<file path="src/rtl/video_mode_sched_pkg.sv">
// Shared constants for the frame-synchronous video mode scheduler.
// Mode encodings as seen on the port decoder, plus the commit FSM state set.
package video_mode_sched_pkg;

  localparam logic [2:0] MODE_PENT      = 3'b011;
  localparam logic [2:0] MODE_ATM_EGA   = 3'b000;
  localparam logic [2:0] MODE_ATM_HIRES = 3'b010;
  localparam logic [2:0] MODE_ATM_TEXT  = 3'b110;

  typedef enum logic [1:0] {
    IDLE   = 2'd0,
    PEND   = 2'd1,
    SETTLE = 2'd2
  } state_t;

  // Pentagon is the only mode using the 192-line vertical window.
  function automatic logic is_pent(input logic [2:0] m);
    return (m == MODE_PENT);
  endfunction

endpackage

</file>
<file path="src/rtl/video_mode_sched_int_shaper.sv">
// Z80 INT pulse shaper: int_start drives int_n low for INT_LEN clocks,
// cut short by int_ack; a new int_start always restarts the pulse.
module video_mode_sched_int_shaper #(
  parameter logic [8:0] INT_LEN = 9'd256
) (
  input  logic clk,
  input  logic rst_n,
  input  logic int_start,
  input  logic int_ack,
  output logic int_n
);

  logic [8:0] cnt;

  // cnt holds the clocks still to go after the current one.
  always_ff @(posedge clk or negedge rst_n) begin
    if (!rst_n) begin
      int_n <= 1'b1;
      cnt   <= 9'd0;
    end else if (int_start) begin
      int_n <= 1'b0;
      cnt   <= INT_LEN - 9'd1;
    end else if (!int_n) begin
      if (int_ack) begin
        int_n <= 1'b1;
        cnt   <= 9'd0;
      end else if (cnt == 9'd0) begin
        int_n <= 1'b1;
      end else begin
        cnt <= cnt - 9'd1;
      end
    end
  end

endmodule

</file>
<file path="src/rtl/video_mode_sched.sv">
// Shadows CPU mode writes and commits them on the vblank rising edge, then
// blanks for SETTLE_LINES lines; also shapes Z80 INT and counts frames.
module video_mode_sched
  import video_mode_sched_pkg::*;
#(
  parameter logic [2:0] RESET_MODE   = 3'b011,
  parameter logic [3:0] SETTLE_LINES = 4'd4,
  parameter logic [8:0] INT_LEN      = 9'd256
) (
  input  logic       clk,
  input  logic       rst_n,
  input  logic       hsync_start,
  input  logic       vblank,
  input  logic       int_start,
  input  logic       wr_req,
  input  logic [2:0] wr_mode,
  input  logic       int_ack,
  output logic [2:0] mode,
  output logic       mode_atm_n_pent,
  output logic       pending,
  output logic       force_blank,
  output logic       int_n,
  output logic [7:0] frame_cnt
);

  state_t     state, state_nx;
  logic [2:0] shadow, shadow_nx, mode_nx;
  logic       pending_nx, blank_nx;
  logic [3:0] settle_cnt, settle_nx;
  logic       vblank_d;
  logic       vb_rise;

  assign vb_rise = vblank & ~vblank_d;

  always_ff @(posedge clk or negedge rst_n) begin
    if (!rst_n) begin
      state           <= IDLE;
      shadow          <= RESET_MODE;
      pending         <= 1'b0;
      mode            <= RESET_MODE;
      mode_atm_n_pent <= is_pent(RESET_MODE);
      force_blank     <= 1'b0;
      settle_cnt      <= 4'd0;
      vblank_d        <= 1'b0;
      frame_cnt       <= 8'd0;
    end else begin
      state           <= state_nx;
      shadow          <= shadow_nx;
      pending         <= pending_nx;
      mode            <= mode_nx;
      mode_atm_n_pent <= is_pent(mode_nx);
      force_blank     <= blank_nx;
      settle_cnt      <= settle_nx;
      vblank_d        <= vblank;
      if (int_start) frame_cnt <= frame_cnt + 8'd1;
    end
  end

  always_comb begin
    state_nx   = state;
    shadow_nx  = shadow;
    pending_nx = pending;
    mode_nx    = mode;
    blank_nx   = force_blank;
    settle_nx  = settle_cnt;
    case (state)
      IDLE: begin
        if (wr_req) begin
          shadow_nx  = wr_mode;
          pending_nx = 1'b1;
          state_nx   = PEND;
        end
      end
      PEND: begin
        if (wr_req) shadow_nx = wr_mode;
        // A write landing on the vblank edge bypasses straight into the commit.
        if (vb_rise) begin
          mode_nx    = wr_req ? wr_mode : shadow;
          pending_nx = 1'b0;
          blank_nx   = 1'b1;
          settle_nx  = SETTLE_LINES;
          state_nx   = SETTLE;
        end
      end
      SETTLE: begin
        if (wr_req) begin
          shadow_nx  = wr_mode;
          pending_nx = 1'b1;
        end
        if (hsync_start) begin
          settle_nx = settle_cnt - 4'd1;
          if (settle_cnt == 4'd1) begin
            blank_nx = 1'b0;
            state_nx = (pending || wr_req) ? PEND : IDLE;
          end
        end
      end
      default: state_nx = IDLE;
    endcase
  end

  video_mode_sched_int_shaper #(
    .INT_LEN(INT_LEN)
  ) u_int_shaper (
    .clk      (clk),
    .rst_n    (rst_n),
    .int_start(int_start),
    .int_ack  (int_ack),
    .int_n    (int_n)
  );

endmodule

</file>
<file path="config.mk">
export PLATFORM = sky130hd
export DESIGN_NAME = video_mode_sched
export DESIGN_NICKNAME = d
export VERILOG_FILES = /design/src/rtl/video_mode_sched_pkg.sv /design/src/rtl/video_mode_sched_int_shaper.sv /design/src/rtl/video_mode_sched.sv
export SDC_FILE = /design/constraint.sdc
export NUM_CORES = 1
export LEC_CHECK = 0
export CAP_MARGIN = 20
export CORE_MARGIN = 10
export CORE_UTILIZATION = 29
export CTS_CLUSTER_SIZE = 12
export DETAILED_ROUTE_END_ITERATION = 16
export PLACE_DENSITY_LB_ADDON = 0.08
export SYNTH_ARGS = -nofsm -noshare
export SYNTH_HDL_FRONTEND = slang
export SYNTH_SLANG_ARGS = --single-unit
</file>
<file path="constraint.sdc">
create_clock -name clk -period 2.65 [get_ports clk]
set_input_delay 0.6625 -clock clk [delete_from_list [all_inputs] [get_ports clk]]
set_output_delay 0.6625 -clock clk [all_outputs]
set_load 0.03 [all_outputs]
</file>
# Word level (Yosys, flattened, before mapping)
# Cells that the tools add are included.
# W data, S select, Z words.
[classes]
eq_ne = 11
n_addsub = 3
mux = 27
reduce_logical = 12
n_bitwise = 2
[op_table]
columns = ["operator", "count"]
rows = [
  ["$mux W9", 4],
  ["$mux W1", 10],
  ["$ne A2 B2 Y1 const B", 5],
  ["$logic_not A9 Y1", 1],
  ["$mux W3", 3],
  ["$sub A9 B1 Y9 const B", 1],
  ["$add A8 B1 Y8 const B", 1],
  ["$mux W2", 4],
  ["$mux W4", 2],
  ["$pmux W4 S2", 1],
  ["$reduce_and A4 Y1", 2],
  ["$pmux W2 S3", 1],
  ["$reduce_and A3 Y1", 2],
  ["$eq A4 B1 Y1 const B", 1],
  ["$pmux W1 S2", 2],
  ["$reduce_bool A2 Y1", 2],
  ["$sub A4 B1 Y4 const B", 1],
  ["$eq A3 B2 Y1 const B", 1],
  ["$ne A3 B3 Y1 const B", 1],
  ["$reduce_or A3 Y1", 1],
  ["$eq A2 B1 Y1 const B", 1],
  ["$eq A2 B2 Y1 const B", 1],
  ["$logic_not A2 Y1", 1],
  ["$ne A2 B1 Y1 const B", 1],
  ["5 further kinds", 5],
]
[totals]
regBits = 34
input_bits = 10
wordCells = 66

# Longest topological paths before layout
# Gate-level depths: netlist of the first run.
[depth]
ltp_word = 5
ltp_mapped = 6
mapped_depth_nobuf = 6

# Cells and area by module
# Synthesis of the first run repeated with hierarchy kept, for this count alone.
[unflattened]
hier_cells = 150
hier_area_um2 = 1659.1
[by_module_without_submodules]
columns = ["module", "cells_per_inst", "n_inst", "seq_area_each_um2", "area_per_inst_um2"]
rows = [
  ["video_mode_sched", 95, 1, 606.8, 1116.1],
  ["video_mode_sched_int_shaper", 55, 1, 251.5, 543.0],
]

# Least setup slack after synthesis of the first run
# No wires, ideal clock.
[synth_path]
path_kind = "input port to flip-flop"
start = "input port wr_req"
end = "register shadow[2]"
n_path_buf = 1
slack_ns = 0.990
setup_ns = 0.125
t_required_ns = 2.525
t_arrival_ns = 1.535
stages = 4
cell_sequence = "clkbuf_1 > inv_1 > a21oi_1 > mux2_2"
[synth_between]
elab_chain_cells = 1
[synth_lines]
columns = ["item", "line_no", "text"]
rows = [
  ["from (decl)", "video_mode_sched.sv:15", "input logic wr_req,"],
  ["$mux W3", "-", ""],
  ["to (signal assigned)", "video_mode_sched.sv:48", "shadow <= shadow_nx;"],
  ["to (decl)", "video_mode_sched.sv:27", "logic [2:0] shadow, shadow_nx, mode_nx;"],
]
# No other way between the ends.
# A chain may end at the register's enable or synchronous reset.

# Worst setup path in the final report of the first run
[layout_path]
start = "register u_int_shaper.int_n"
end = "output port int_n"
[layout_lines]
columns = ["item", "line_no", "text"]
rows = [
  ["from (decl)", "video_mode_sched_int_shaper.sv:10", "output logic int_n"],
  ["from (signal assigned)", "video_mode_sched_int_shaper.sv:18", "int_n <= 1'b1;"],
  ["from (signal assigned)", "video_mode_sched_int_shaper.sv:21", "int_n <= 1'b0;"],
  ["from (signal assigned)", "video_mode_sched_int_shaper.sv:25", "int_n <= 1'b1;"],
  ["to (decl)", "video_mode_sched.sv:22", "output logic int_n,"],
]
# No word-level cell between the ends.

==> summary.md, run 1 <==
| Metric | Value |
|---|---|
| Status | `completed` |
| Critical path type | `register to output pin` |
| Fmax | `0.4265 GHz` |
| Syn Area/Cell | `10.24 um2` |
| Worst hold path type | `register to register` |
| Cell Chain, Critical Path | `clkdlybuf4s50_1` |
| Crit path largest cell delay | `0.72 ns` |
| IO buf count | `24` |
| Final RePlAce weighted congestion | `0.7857` |
| Fraction of layout cells with a size suffix above 1 | `12.70%` |
| CP required | `1.99 ns` |
| Clock share of power | `roughly a fifth` |
| Critical Path Source Type | `register` |
| Die Span X | `~95 um` |
| Drt pass-1 iters | `4` |
| R2R Path Start | `u_int_shaper.cnt[1]` |
| Hold Vio Cnt, Final | `0` |
| Leak | `0.0008507 uW` |
| Int Pwr | `between 1000 and 1500 uW` |
| Worst Skew | `0.005397 ns` |
| Post-Route WL | `3.582 mm` |
| Post-CTS setup buffers | `0` |
| Nets | `approximately 200` |
| Place WS | `0.4792 ns` |
| DRC Markers | `0` |
| Distinct cells, synth | `37` |
| Final worst-path setup slack | `0.3051 ns` |
| DR iter-0 viols | `41` |
| Final min period | `2.345 ns` |
| Area Growth Syn to Fin | `25.19%` |
| Total Routing Usage GR | `under 10%` |
| Register area share after synthesis | `52.05%` |
| Worst slew pin tran | `0.6120 ns` |
| Pin count of the biggest net entering global routing | `35` |
| Placed cells | `253` |
| CP Capture Type | `output pin` |
| Synthesized instance count | `161` |
| Initial Util | `29.95%` |
| Antenna Violating Nets Remaining | `0` |
| Worst VDD drop | `about 300 uV` |
| Final period utilization | `between 80% and 90%` |
| Clk Latency, worst-skew pair | `0.28 ns` |
| First-pass GRT wire length | `6.327 mm` |
| Post-CTS Hold Buffers | `0` |
| Synth Net Count | `175` |
| Hold path start | `frame_cnt[7]` |
| Global route overflow | `0` |
| Combinational fraction of design power | `36.2%` |
| Post-detail-place hpwl | `2.681 mm` |
| R2r setup slk | `0.78 ns` |
| Slowest-stage cell, CP | `clkdlybuf4s50_1` |
| Clock root buffer | `clkbuf_8` |
| Commonest non-fill, non-tap cell in the layout | `dfrtp_1` |
| NetSw | `slightly above 700 uW` |
| Die Y | `95.41 um` |
| Post-Layout Cell Count | `~260` |
| CORE AREA | `5507 um2` |
| Worst EP arrival | `1.68 ns` |
| CTS sink cnt | `34` |
| CTS resizes | `0` |
| Inserted Clock Buffers | `5` |
| Initial antenna violation count | `0` |
| MaxCap Viol Count | `0` |
| Slew headroom | `about three fifths` |
| Die Area | `~9000 um2` |
| Vias in the first global route | `1352` |
| Final setup TNS | `0 ns` |
| Clk buf depth | `2` |
| Slew Limit Fails | `0` |
| #FFs+latches synth | `34` |
| Via/cell ratio | `4.862` |
| Critical path launch point | `u_int_shaper.int_n` |
| RSZ-0062 raised after global routing | `no` |
| Setup violators final | `0` |
| Clk slew on worst S/H paths | `approximately 0.07 ns` |
| Sequential Power Share | `44.1%` |
| Sw frac | `37.24%` |
| CTS tree | `yes` |
| Critical path fanouts, max | `14` |
| Vias | `~1300` |
| Wire length per cell | `13.72 um` |
| Pwr Density | `around 940 nW/um2` |
| I/O pin count | `25` |
| CP bufs+invs | `1` |
| Synth warn | `0` |
| H-tree lvl count | `2` |
| Rows | `27` |
| Delay-heaviest family, CP | `buffers and inverters` |
| Commonest cells after routing, fill and taps aside | `dfrtp_1, clkdlybuf4s50_1, a21oi_1` |
| Post-synthesis cell area | `1649 um2` |
| N_diodes | `0` |
Yosys cell counts:
cell type	number	area, um2
mux2_2	4	45.04
and3_1	2	12.51
nand2_1	7	26.28
dfstp_2	6	157.7
buf_2	2	10.01
mux2i_1	3	30.03
or3_4	1	11.26
xnor2_1	4	35.03
o311ai_1	1	8.760
nor4bb_1	1	10.01
a21o_1	2	15.01
a21oi_1	21	105.1
nor4b_2	1	15.01
nor3b_1	1	7.510
o21a_1	1	7.510
dfrtp_1	28	700.7
a31oi_1	1	6.260
ha_1	4	50.05
o21ai_1	1	5.000
xor2_1	5	43.79
nand4_1	6	37.54
inv_1	10	37.54
and3b_1	2	17.52
or3_1	1	6.260
o311ai_2	1	16.27
a2111oi_0	1	8.760
nor3_1	4	20.02
nor2b_1	3	18.77
a311oi_1	1	8.760
nor2_1	13	48.80
o21ai_0	7	35.03
o32ai_1	1	8.760
clkbuf_1	5	18.77
nand3_1	6	30.03
o22ai_1	1	6.260
nor4_2	1	12.51
nand3b_1	2	15.01
worst reg2reg max path, cell delays in order, from the launching register on:
cell and delay [ns]:
dfrtp_1 0.40, inv_1 0.09, ha_1 0.20, nor4b_2 0.54, a21oi_1 0.24, a21oi_1 0.19
o21ai_0 0.09
power by group through the flow:
stage / Combinational (uW) / Sequential, uW / Clock (uW)
2_1_floorplan: 304 / 984 / 0
3_3_place_gp: 704 / 856 / 0
3_5_place_dp: 717 / 868 / 0
4_1_cts: 718 / 857 / 406
5_1_grt: 770 / 887 / 423
6_report: 703 / 856 / 384
layer usage:
layer	GRT usage, %	up-vias	wire [um]
met5	0	-	0
met4	3.071	0	43
met3	2.592	5	143
met2	14.60	20	1790
met1	10.12	619	1604
li1	-	625	-
cell families after synthesis:
group                      synth area share, %
buffers and inverters                    4.022
muxes                                    4.552
DFF                                      52.05
and+or+nand+nor                          17.53
adders and majority gates                3.035
AOI/OAI and AO/OA                        14.04
xor gates and xnor gates                 4.780
stage by stage:
stage	utilization (%)	hold slack, ns	instance area [um2]	total power, uW
finish	37.49	0.4681	2064	1942
global route	37.49	0.4804	2064	2081
CTS	37.49	0.4742	2064	1981
detailed placement	35.83	0.4614	1973	1584
global placement	35.83	0.4583	1973	1560
floorplan	-	0.3669	1649	1288
registers in the layout (all words and copies together) (netlist names), 2 cells and up:
signal,flops
settle_cnt,4
frame_cnt,8
mode,3
state,2
shadow,3
u_int_shaper.cnt,9
worst paths after layout:
check / end / depth (start not counted)
setup / recovery: int_n / 1
hold / removal: frame_cnt[7] / 1
setup reg to reg: u_int_shaper.cnt[2] / 6
hold reg to reg: frame_cnt[7] / 1
max in group asynchronous: shadow[1] / 2
min in group asynchronous: frame_cnt[4] / 2
final cells by class:
| class | instances | area [um2] |
|---|---|---|
| clock inverter | 1 | 5.005 |
| inverter | 10 | 37.54 |
| tap | 72 | 90.09 |
| clock buffer | 7 | 86.33 |
| timing repair buffer | 27 | 262.8 |
| sequential | 34 | 858.3 |
| multi-input combinational | 110 | 724.4 |
| fill | 536 | 3442 |
Note: power is estimated with default switching activity, not from simulation.
==> inputs of run 2 (changes only) <==
--- a/config.mk
+++ b/config.mk
@@ -8,7 +8,7 @@
 export CAP_MARGIN = 20
 export CORE_MARGIN = 10
 export CORE_UTILIZATION = 29
-export CTS_CLUSTER_SIZE = 12
+export CTS_CLUSTER_SIZE = 28
 export DETAILED_ROUTE_END_ITERATION = 16
 export PLACE_DENSITY_LB_ADDON = 0.08
 export SYNTH_ARGS = -nofsm -noshare
==> results of run 2 <==
The final DEF is identical to that of run 1; final timing and power are the same.
==> inputs of run 3 (changes only) <==
--- a/config.mk
+++ b/config.mk
@@ -8,6 +8,7 @@
 export CAP_MARGIN = 20
 export CORE_MARGIN = 10
 export CORE_UTILIZATION = 29
+export CTS_CLUSTER_DIAMETER = 60
 export CTS_CLUSTER_SIZE = 28
 export DETAILED_ROUTE_END_ITERATION = 16
 export PLACE_DENSITY_LB_ADDON = 0.08
==> results of run 3 <==
The final DEF is identical to that of run 1; final timing and power are the same.
==> RTL edit: new RTL, flow settings as in run 2 <==
Add an input register stage for `wr_mode`, with the module's reset; this delays it by one clock. The other inputs are not delayed to match.
--- a/src/rtl/video_mode_sched.sv
+++ b/src/rtl/video_mode_sched.sv
@@ -24,2 +24,12 @@
 );
+
+  logic [2:0] wr_mode_q;
+
+  always_ff @(posedge clk or negedge rst_n) begin
+    if (!rst_n) begin
+      wr_mode_q <= '0;
+    end else begin
+      wr_mode_q <= wr_mode;
+    end
+  end
 
@@ -68,3 +78,3 @@
         if (wr_req) begin
-          shadow_nx  = wr_mode;
+          shadow_nx  = wr_mode_q;
           pending_nx = 1'b1;
@@ -74,6 +84,6 @@
       PEND: begin
-        if (wr_req) shadow_nx = wr_mode;
+        if (wr_req) shadow_nx = wr_mode_q;
         // A write landing on the vblank edge bypasses straight into the commit.
         if (vb_rise) begin
-          mode_nx    = wr_req ? wr_mode : shadow;
+          mode_nx    = wr_req ? wr_mode_q : shadow;
           pending_nx = 1'b0;
@@ -86,3 +96,3 @@
         if (wr_req) begin
-          shadow_nx  = wr_mode;
+          shadow_nx  = wr_mode_q;
           pending_nx = 1'b1;
Behaviour: not the same (a bounded check fails within 4 cycles, from zero or initial values and one cycle with rst_n low).
==> RTL edit against run 2 <==
  * Largest cell class unchanged
  * Sequential cell count grew 3
  * Wire length grew 3.4%
  * Area after synthesis grew 7.7%
  * Worst setup slack lost 25 ps
  * Non-clock buffer count shrank 1
  * Register-to-register slack gained 170 ps
  * Power grew 10%
  * Sequential power grew 6.5%
  * Final area grew 6.9%
  * First-iteration DRC count shrank 63%
  * Die area grew 6.0%
  * Count of clock-buffer cells in the layout shrank 2
  * Final cell count grew 1.1%
  * Global-route usage shrank 0.54 points
==> RTL edit: results (changes against run 2) <==
Critical path
The end of the worst register-to-register path is u_int_shaper.cnt[0] (was u_int_shaper.cnt[2]). The data arrival time of the worst path is 1710 ps (was 1680 ps). The number of cells on the worst reg-to-reg path is 6 (unchanged). The register-to-register path setup slack is 950 ps (was 780 ps).

Layout
The number of cells in the finished layout apart from fillers came to 264 (was 261). The number of filler instances in the final layout is 581 (was 536). The proportion of layout cells with a drive suffix above 1 is 16.93% (was 12.70%).

Registers with the most flip-flops: u_int_shaper.cnt: 9 flops, frame_cnt: 8 flops, settle_cnt: 4 flops (unchanged).

GRT
The global routing usage summed across all routing layers is 8.079% (was 8.623%). The number of global-route vias before repair is 1242 (was 1352). The largest net degree at the start of global routing was 38 (was 35). The global-route wire length before repair came to 6403 um (was 6327 um).

CTS
The number of buffers created by CTS was 5 (unchanged). The H-tree level count was 2 (unchanged). The buffer cell driving the clock tree root is sky130_fd_sc_hd__clkbuf_8 (unchanged). The maximum count of clock buffers along a single path is 2 (unchanged). The clock latency reported for the late side of the worst-skew pair is about 290 ps. The count of cells resized by post-cts repair is 0 (unchanged).

Placed design
The standard cell area after detailed placement is 0.002092 mm2 (was 0.001973 mm2). The detailed placement HPWL is 2679 um (was 2681 um). The placement-stage worst setup slack is 547.7 ps (was 479.2 ps). The routability congestion estimate is 0.8460 (was 0.7857).

Yosys
Synth top cells by count: sky130_fd_sc_hd__dfrtp_1 (31), sky130_fd_sc_hd__a21oi_1 (17), sky130_fd_sc_hd__inv_1 (9), sky130_fd_sc_hd__nor2_1 (9), sky130_fd_sc_hd__nand2_1 (8) (was sky130_fd_sc_hd__dfrtp_1 (28), sky130_fd_sc_hd__a21oi_1 (21), sky130_fd_sc_hd__nor2_1 (13), sky130_fd_sc_hd__inv_1 (10)). The post-synthesis instance total is 161 (unchanged). The proportion of synthesized flip-flops having asynchronous set or reset was 100.0% (unchanged). The sequential-to-total area share from yosys stat was 52.57% (was 52.05%).

Cells taking the most area after synthesis: sky130_fd_sc_hd__dfrtp_1 (44%), sky130_fd_sc_hd__dfstp_2 (8.9%), sky130_fd_sc_hd__a21oi_1 (4.8%), sky130_fd_sc_hd__xnor2_1 (3.0%), sky130_fd_sc_hd__ha_1 (2.8%) (was sky130_fd_sc_hd__dfrtp_1 (42%), sky130_fd_sc_hd__dfstp_2 (9.6%), sky130_fd_sc_hd__a21oi_1 (6.4%), sky130_fd_sc_hd__ha_1 (3.0%), sky130_fd_sc_hd__nor2_1 (3.0%)). The distinct cell type count of the synthesized netlist is 45 (was 37).

STA
The worst slew margin relative to its limit is 67.07% (was 59.09%). The final worst clock skew was 3.452 ps (was 5.397 ps). The final cycle utilization of the critical path came to 89.44% (was 88.49%).

Run status
Result of the run: finished, final reports clean (unchanged).

Routing
The count of vias placed by the detailed router is 1283 (was 1269). The aggregate routed wire length came to 3704 um (was 3582 um). The violation count after the first detailed-routing iteration came to 15 (was 41).

Min path
The worst hold-check path type is reg2reg (unchanged).

Power and ir drop
The maximum vdd ir drop is 341.8 uV (was 291.3 uV). The static leakage is 0.0008949 uW (was 0.0008507 uW).
==> RTL edit: metrics by stage <==
stage / hold slack (ps) / utilization, %
after floorplan: 366.9 / -
after detailed placement: 468.2 / 35.33
after global placement: 459.2 / 35.33
after CTS: 477.0 / 37.28
final: 467.3 / 37.28
after global routing: 493.4 / 37.28
==> RTL edit: final cells by class <==
class	count	area, um2	area share [%]
Clock buffer	5	68.82	3.118
Multi-Input combinational cell	109	775.7	35.15
Sequential cell	37	933.4	42.29
Tap cell	75	93.84	4.252
Inverter	9	33.78	1.531
Timing Repair Buffer	26	255.2	11.56
Clock inverter	3	46.29	2.098
==> RTL edit: cells by family after synthesis <==
group           synth area share, %
compound gates                14.31
xor+xnor                      3.947
fa+ha+maj                     2.819
buf+inv                       3.735
flops                         52.57
mux                           4.228
simple gates                  18.39
==> RTL edit: worst max-delay path by stage <==
stage	startpoint	cells past startpoint	to
2_1_floorplan	wr_req	3	shadow[2]
3_3_place_gp	wr_req	3	shadow[2]
3_5_place_dp	wr_req	3	shadow[2]
4_1_cts	u_int_shaper.int_n	1	int_n
5_1_grt	u_int_shaper.int_n	1	int_n
6_report	u_int_shaper.int_n	1	int_n
==> RTL edit: where the power goes <==
group / switching [uW] / total [uW] / internal (uW)
clock: 217 / 498 / 282
combinational: 400 / 735 / 335
sequential: 169 / 912 / 743
==> RTL edit: layer usage <==
layer | wire, um | up-vias | track usage [%]
li1 | - | 627 | -
met1 | 1713 | 623 | 9.596
met2 | 1755 | 27 | 12.69
met3 | 182 | 6 | 3.101
met4 | 53 | 0 | 3.528
met5 | 0 | - | 0
